[src/rtl/tx_feeder_if.sv]
// Word-level handshake between upstream source, tx_feeder and the router's main FIFO.
interface tx_feeder_if #(
  parameter int DATA_SIZE = 6
) ();
  logic [DATA_SIZE-1:0] in_data;
  logic                 in_valid;
  logic                 in_ready;
  logic                 pause;
  logic                 push_main;
  logic [DATA_SIZE-1:0] data_in_o;

  // feeder side
  modport slave (
    input  in_data, in_valid, pause,
    output in_ready, push_main, data_in_o
  );

  // upstream source / router side
  modport master (
    output in_data, in_valid, pause,
    input  in_ready, push_main, data_in_o
  );
endinterface

[src/rtl/tx_feeder.sv]
// Transmit-side writer for the router main FIFO: buffers upstream words,
// pushes them while the router is not paused, sequences init, keeps stats.
module tx_feeder #(
  parameter int         DATA_SIZE   = 6,
  parameter int         BUF_DEPTH   = 4,
  parameter int         INIT_CYCLES = 2,
  parameter logic [1:0] AF_MF       = 2'd3,
  parameter logic [1:0] AE_MF       = 2'd1,
  parameter logic [3:0] AF_VC       = 4'd12,
  parameter logic [3:0] AE_VC       = 4'd2,
  parameter logic [1:0] AF_DF       = 2'd3,
  parameter logic [1:0] AE_DF       = 2'd1
) (
  input  logic        clk,
  input  logic        reset_L,
  input  logic        start,
  input  logic        stop,
  tx_feeder_if.slave  bus,
  output logic        init,
  output logic [1:0]  afMF_o,
  output logic [1:0]  aeMF_o,
  output logic [3:0]  afVC_o,
  output logic [3:0]  aeVC_o,
  output logic [1:0]  afDF_o,
  output logic [1:0]  aeDF_o,
  output logic        busy,
  output logic [15:0] sent_count,
  output logic [15:0] stall_count
);
  localparam int AW = $clog2(BUF_DEPTH);
  localparam int CW = $clog2(INIT_CYCLES + 1);

  localparam logic [1:0] IDLE  = 2'd0;
  localparam logic [1:0] INIT  = 2'd1;
  localparam logic [1:0] RUN   = 2'd2;
  localparam logic [1:0] DRAIN = 2'd3;

  logic [1:0]           state;
  logic [CW-1:0]        icnt;
  logic [DATA_SIZE-1:0] mem [BUF_DEPTH];
  logic [AW-1:0]        wr_ptr, rd_ptr;
  logic [AW:0]          count;
  logic                 active, accept, issue, stall;

  // thresholds are static configuration for the router
  assign afMF_o = AF_MF;
  assign aeMF_o = AE_MF;
  assign afVC_o = AF_VC;
  assign aeVC_o = AE_VC;
  assign afDF_o = AF_DF;
  assign aeDF_o = AE_DF;

  assign active       = (state == RUN) || (state == DRAIN);
  assign bus.in_ready = (state == RUN) && (count < (AW+1)'(BUF_DEPTH));
  assign accept       = bus.in_valid && bus.in_ready;
  // pause is already registered by the router, so it is used as-is
  assign issue        = active && (count != '0) && !bus.pause;
  assign stall        = active && (count != '0) && bus.pause;
  assign busy         = (state != IDLE) || (count != '0);

  // control FSM; init is registered and high exactly while in INIT
  always_ff @(posedge clk or negedge reset_L) begin
    if (!reset_L) begin
      state <= IDLE;
      icnt  <= '0;
      init  <= 1'b0;
    end else begin
      case (state)
        IDLE: if (start) begin
          state <= INIT;
          icnt  <= CW'(INIT_CYCLES);
          init  <= 1'b1;
        end
        INIT: if (icnt == CW'(1)) begin
          state <= RUN;
          init  <= 1'b0;
        end else begin
          icnt <= icnt - CW'(1);
        end
        RUN:     if (stop) state <= DRAIN;
        DRAIN:   if ((count == '0) && !issue) state <= IDLE;
        default: state <= IDLE;
      endcase
    end
  end

  // buffer storage; contents need no reset, count/pointers gate validity
  always_ff @(posedge clk) begin
    if (accept) mem[wr_ptr] <= bus.in_data;
  end

  // buffer pointers and occupancy; power-of-two depth wraps naturally
  always_ff @(posedge clk or negedge reset_L) begin
    if (!reset_L) begin
      wr_ptr <= '0;
      rd_ptr <= '0;
      count  <= '0;
    end else begin
      if (accept) wr_ptr <= wr_ptr + AW'(1);
      if (issue)  rd_ptr <= rd_ptr + AW'(1);
      case ({accept, issue})
        2'b10:   count <= count + (AW+1)'(1);
        2'b01:   count <= count - (AW+1)'(1);
        default: count <= count;
      endcase
    end
  end

  // registered push to router; data holds between pushes
  always_ff @(posedge clk or negedge reset_L) begin
    if (!reset_L) begin
      bus.push_main <= 1'b0;
      bus.data_in_o <= '0;
    end else begin
      bus.push_main <= issue;
      if (issue) bus.data_in_o <= mem[rd_ptr];
    end
  end

  // saturating statistics, cleared only by reset
  always_ff @(posedge clk or negedge reset_L) begin
    if (!reset_L) begin
      sent_count  <= '0;
      stall_count <= '0;
    end else begin
      if (issue && (sent_count != 16'hFFFF))  sent_count  <= sent_count + 16'd1;
      if (stall && (stall_count != 16'hFFFF)) stall_count <= stall_count + 16'd1;
    end
  end
endmodule
[src/flat_wrapper.sv]
// flat-port wrapper written by rule: the top's interface ports become plain ports
module tx_feeder_flat 
#(
  parameter int         DATA_SIZE   = 6,
  parameter int         BUF_DEPTH   = 4,
  parameter int         INIT_CYCLES = 2,
  parameter logic [1:0] AF_MF       = 2'd3,
  parameter logic [1:0] AE_MF       = 2'd1,
  parameter logic [3:0] AF_VC       = 4'd12,
  parameter logic [3:0] AE_VC       = 4'd2,
  parameter logic [1:0] AF_DF       = 2'd3,
  parameter logic [1:0] AE_DF       = 2'd1
)
  (clk, reset_L, start, stop, init, afMF_o, aeMF_o, afVC_o, aeVC_o, afDF_o, aeDF_o, busy, sent_count, stall_count, bus_in_data, bus_in_valid, bus_pause, bus_in_ready, bus_push_main, bus_data_in_o);
  tx_feeder_if #(.DATA_SIZE(DATA_SIZE)) bus_i ();
  input  logic clk;
  input  logic reset_L;
  input  logic start;
  input  logic stop;
  output logic init;
  output logic [1:0] afMF_o;
  output logic [1:0] aeMF_o;
  output logic [3:0] afVC_o;
  output logic [3:0] aeVC_o;
  output logic [1:0] afDF_o;
  output logic [1:0] aeDF_o;
  output logic busy;
  output logic [15:0] sent_count;
  output logic [15:0] stall_count;
  input wire logic [$bits(bus_i.in_data)-1:0] bus_in_data;
  input wire logic [$bits(bus_i.in_valid)-1:0] bus_in_valid;
  input wire logic [$bits(bus_i.pause)-1:0] bus_pause;
  output wire logic [$bits(bus_i.in_ready)-1:0] bus_in_ready;
  output wire logic [$bits(bus_i.push_main)-1:0] bus_push_main;
  output wire logic [$bits(bus_i.data_in_o)-1:0] bus_data_in_o;
  assign bus_i.in_data = bus_in_data;
  assign bus_i.in_valid = bus_in_valid;
  assign bus_i.pause = bus_pause;
  assign bus_in_ready = bus_i.in_ready;
  assign bus_push_main = bus_i.push_main;
  assign bus_data_in_o = bus_i.data_in_o;
  tx_feeder #(.DATA_SIZE(DATA_SIZE), .BUF_DEPTH(BUF_DEPTH), .INIT_CYCLES(INIT_CYCLES), .AF_MF(AF_MF), .AE_MF(AE_MF), .AF_VC(AF_VC), .AE_VC(AE_VC), .AF_DF(AF_DF), .AE_DF(AE_DF)) u_core (.clk(clk), .reset_L(reset_L), .start(start), .stop(stop), .bus(bus_i), .init(init), .afMF_o(afMF_o), .aeMF_o(aeMF_o), .afVC_o(afVC_o), .aeVC_o(aeVC_o), .afDF_o(afDF_o), .aeDF_o(aeDF_o), .busy(busy), .sent_count(sent_count), .stall_count(stall_count));
endmodule
[config.mk]
export PLATFORM = sky130hd
export DESIGN_NAME = tx_feeder_flat
export DESIGN_NICKNAME = d
export VERILOG_FILES = /design/src/rtl/tx_feeder_if.sv /design/src/rtl/tx_feeder.sv /design/src/flat_wrapper.sv
export SDC_FILE = /design/constraint.sdc
export NUM_CORES = 1
export LEC_CHECK = 0
export ABC_AREA = 1
export CORE_MARGIN = 5
export CORE_UTILIZATION = 50
export CTS_CLUSTER_SIZE = 8
export DETAILED_ROUTE_END_ITERATION = 10
export GPL_TIMING_DRIVEN = 0
export PLACE_DENSITY = 0.76
export SLEW_MARGIN = 20
export SYNTH_ARGS = -nofsm -noshare
export SYNTH_HDL_FRONTEND = slang
export SYNTH_SLANG_ARGS = --single-unit
[constraint.sdc]
create_clock -name clk -period 2.79 [get_ports clk]
set_clock_uncertainty 0.2 [all_clocks]
set_input_delay 0.6975 -clock clk [delete_from_list [all_inputs] [get_ports clk]]
set_output_delay 0.6975 -clock clk [all_outputs]
set_load 0.03 [all_outputs]
==> impl_metrics.csv <==
group,metric,value,unit
clock_tree,root_buffer,"sky130_fd_sc_hd__clkbuf_8",
cells_and_area,seq_area,1997,µm²
yosys,seq_area_frac_synth,0.4751,
yosys,synth_flop_cell,"sky130_fd_sc_hd__dfrtp_1",
detailed_routing,detail_route.vias_per_cell,4.885,
clock_tree,cts_hold_buf,0,
clock_tree,clkSinkCount,75,
placed_design,post-place-cells,669,
sta,holdWs,0.1498,ns
global_routing,first_global_vias,3224,
pwr,power_leakage,2.234,nW
detailed_routing,drc,0,
sta,slew_violations,0,
sta,worstMarginPinSlew,0.6679,ns
cells_and_area,layout-area-overhead-vs-synth,22.89,%
yosys,synth_top_area_cell,"sky130_fd_sc_hd__dfrtp_1",
detailed_routing,antenna_left,0,
yosys,postSynth.asyncResetShare,0.6800,
detailed_routing,detail_route.wl_per_cell,12.75,µm
floorplanning,row_count,33,
sta,max_freq,394.7,MHz
job,maxCapViolCount,0,
sta,fin_tns_setup,0,ns
clock_tree,clk-insertion-delay-late,0.36,ns
setup_path,worstPathRequired,2.82,ns
cells_and_area,multi_input_area,1894,µm²
floorplanning,chipHeight,101.7,µm
sta,hold_violations,0,
floorplanning,start_util,0.5115,
setup_path,timing.critical_path.arrival,2.56,ns
yosys,ranking_of_synthesized_cells_by_area,"sky130_fd_sc_hd__dfrtp_1 30%, sky130_fd_sc_hd__edfxtp_1 17%, sky130_fd_sc_hd__nand2_1 13%, sky130_fd_sc_hd__nor2_1 5.4%, sky130_fd_sc_hd__ha_1 4.2%",
detailed_routing,initialDrtViolationCount,108,
placed_design,place_congestion,0.8829,
clock_tree,clk_pin_slew,0.10,ns
sta,timing.final.ws_setup,0.2563,ns
cells_and_area,post-route-util,0.6286,
worst_hold_path,min-delay-path-class,"primary input to asynchronous set/reset pin",
placed_design,place_hpwl,6.427,mm
yosys,synth_cell_types,27,
yosys,postSynthRegisterBits,75,
yosys,post-synth-top-count-cell,"sky130_fd_sc_hd__nand2_1",
global_routing,overflow,0,
pwr,power-per-cell-area,995.7,nW/µm²
cells_and_area,antenna_cells,0,
setup_path,cp_capture_type,"flop",
cells_and_area,final_cell_count_without_fillers,688,
pwr,vdd.ir_drop.worst,538.9,µV
sta,max-slew-margin-rel,0.5547,
setup_path,setup.worst_path.class,"flop to flop",
placed_design,buffer_ports.inserted,53,
setup_path,setup.worst_path.start_class,"flop",
floorplanning,floorplan.die.width,101.7,µm
placed_design,placement.setup.worst_slack,-0.09474,ns
clock_tree,tritoncts.num_buffers,9,
global_routing,grt_use_total,0.1819,
detailed_routing,drt_pass1_iterations,4,
detailed_routing,vias,3361,
floorplanning,die_area,10340,µm²
outcome,run_status,"completed",
clock_tree,cts_tree,"done",
sta,setup_viol,0,
yosys,synthCells,497,
cells_and_area,fillerInstances,709,
sta,rsz0062_at_grt,"false",
yosys,synth_area,4203,µm²
clock_tree,clock_tree.buffer_depth,2,
detailed_routing,routed_wirelength,8.772,mm
floorplanning,design.core.area,8217,µm²
sta,timing.final.crit_share,0.9082,
global_routing,grt_start_max_net_pins,52,
yosys,yosysWarningCount,0,
yosys,post_synth_most_frequent_cells,"149 x sky130_fd_sc_hd__nand2_1, 60 x sky130_fd_sc_hd__nor2_1, 51 x sky130_fd_sc_hd__dfrtp_1, 45 x sky130_fd_sc_hd__inv_1",
yosys,synth_top_area_share,0.3037,
clock_tree,h-tree-depth,3,
yosys,post_synth.cell_area_avg,8.456,µm²
cells_and_area,layout-drive-gt1-share,0.1492,
floorplanning,num_io_pins,70,
cells_and_area,finalNetCount,605,
yosys,synth_edf_count,24,
global_routing,first_pass_grt_wire_length,14.84,mm
global_routing,grt_antenna_before_repair,0,
sta,post-route-min-period,2.534,ns
setup_path,critical_path_peak_fanout,5,
## cells by family after synthesis
kind of cell    count (synthesis)  synth area share
fa+ha+maj                      15           0.04644
buf+inv                        71           0.08663
other cells                     2          0.001787
simple gates                  271            0.2843
xor+xnor                       15           0.03126
flops                          75            0.4751
compound gates                 48           0.07443
## flip-flops by register name, summed over array words and instances (netlist names), 2 cells and up
signal and flops:
u_core.bus.data_in_o 6, u_core.count 3, u_core.icnt 2, u_core.mem 24, u_core.rd_ptr 2, u_core.sent_count 16
u_core.stall_count 16, u_core.state 2, u_core.wr_ptr 2
## final cells by class
cell class                      count  share of cell area
Clock inverter                      7             0.02059
Multi-Input combinational cell    365              0.3668
Tap cell                          105             0.02544
Inverter                           47             0.03416
Sequential cell                    75              0.3866
Timing Repair Buffer               56              0.1061
Clock buffer                        9             0.02398
Buffer                             24             0.03634
## layout by cell type, fill, tap and decap left out
cell type	instances
sky130_fd_sc_hd__xnor2_1	4
sky130_fd_sc_hd__nor2_2	2
sky130_fd_sc_hd__clkbuf_1	3
sky130_fd_sc_hd__or2_2	1
sky130_fd_sc_hd__inv_2	2
sky130_fd_sc_hd__bufinv_16	2
sky130_fd_sc_hd__nor2_1	60
sky130_fd_sc_hd__buf_4	20
sky130_fd_sc_hd__o22ai_1	1
sky130_fd_sc_hd__nand2_2	13
sky130_fd_sc_hd__nand3b_4	1
sky130_fd_sc_hd__edfxtp_1	24
sky130_fd_sc_hd__nand3_2	1
sky130_fd_sc_hd__dfrtp_1	51
sky130_fd_sc_hd__inv_6	2
sky130_fd_sc_hd__xor2_1	11
sky130_fd_sc_hd__o21ai_2	19
sky130_fd_sc_hd__clkbuf_8	9
sky130_fd_sc_hd__dlygate4sd2_1	2
sky130_fd_sc_hd__nand3_1	24
sky130_fd_sc_hd__nand4_1	13
sky130_fd_sc_hd__clkinv_4	2
sky130_fd_sc_hd__buf_6	5
sky130_fd_sc_hd__clkdlybuf4s50_1	50
sky130_fd_sc_hd__o21ai_0	24
sky130_fd_sc_hd__inv_8	1
sky130_fd_sc_hd__o21ai_1	1
sky130_fd_sc_hd__inv_1	45
sky130_fd_sc_hd__ha_1	14
sky130_fd_sc_hd__conb_1	16
sky130_fd_sc_hd__a21oi_1	3
sky130_fd_sc_hd__fa_1	1
sky130_fd_sc_hd__nor2_4	7
sky130_fd_sc_hd__nand2_1	149
## metal layers
metal | up-vias | part of all wire | global-route usage
li1 | 1713 | - | -
met1 | 1560 | 0.45 | 0.2360
met2 | 75 | 0.49 | 0.3068
met3 | 13 | 0.045 | 0.02824
met4 | 0 | 0.015 | 0.06953
met5 | - | 0 | 0
## metrics by stage
step	area [µm²]	power, mW
floorplan	4255	3.381
finish	5165	5.143
CTS	5142	5.156
global placement	4917	4.097
global route	5165	5.518
detailed placement	4915	4.189
## worst paths after layout
check                                  endpoint  cells past startpoint  slack, ns             from
max                             u_core.count[2]                     11       0.26  u_core.state[0]
min                        u_core.sent_count[6]                      1       0.15          reset_L
max reg2reg                     u_core.count[2]                     11       0.26  u_core.state[0]
min reg2reg                         u_core.init                      2       0.28      u_core.init
max in group asynchronous       u_core.state[0]                      1       1.76          reset_L
min in group clk                    u_core.init                      2       0.28      u_core.init
## power breakdown
group	total (mW)	switching, mW	internal, mW
clock	0.965	0.445	0.519
combinational	2.41	1.48	0.925
sequential	1.77	0.331	1.44
total	5.14	2.26	2.88
## repair_timing
item / in CTS / in global routing
gates resized for setup: 2 / 0
endpoints found under the setup margin: 2 / 1
buffers inserted: 0 / 3
pin swaps: 0 / 1
## worst max-delay path, cell delays in order (launching register included)
cell,delay (ns)
sky130_fd_sc_hd__dfrtp_1,0.42
sky130_fd_sc_hd__inv_1,0.14
sky130_fd_sc_hd__ha_1,0.20
sky130_fd_sc_hd__or2_2,0.16
sky130_fd_sc_hd__nand2_1,0.10
sky130_fd_sc_hd__nor2_4,0.17
sky130_fd_sc_hd__ha_1,0.18
sky130_fd_sc_hd__inv_1,0.07
sky130_fd_sc_hd__fa_1,0.38
sky130_fd_sc_hd__a21oi_1,0.14
sky130_fd_sc_hd__o21ai_0,0.10
sky130_fd_sc_hd__xor2_1,0.16
No activity file was read; power rests on OpenSTA's default activity.
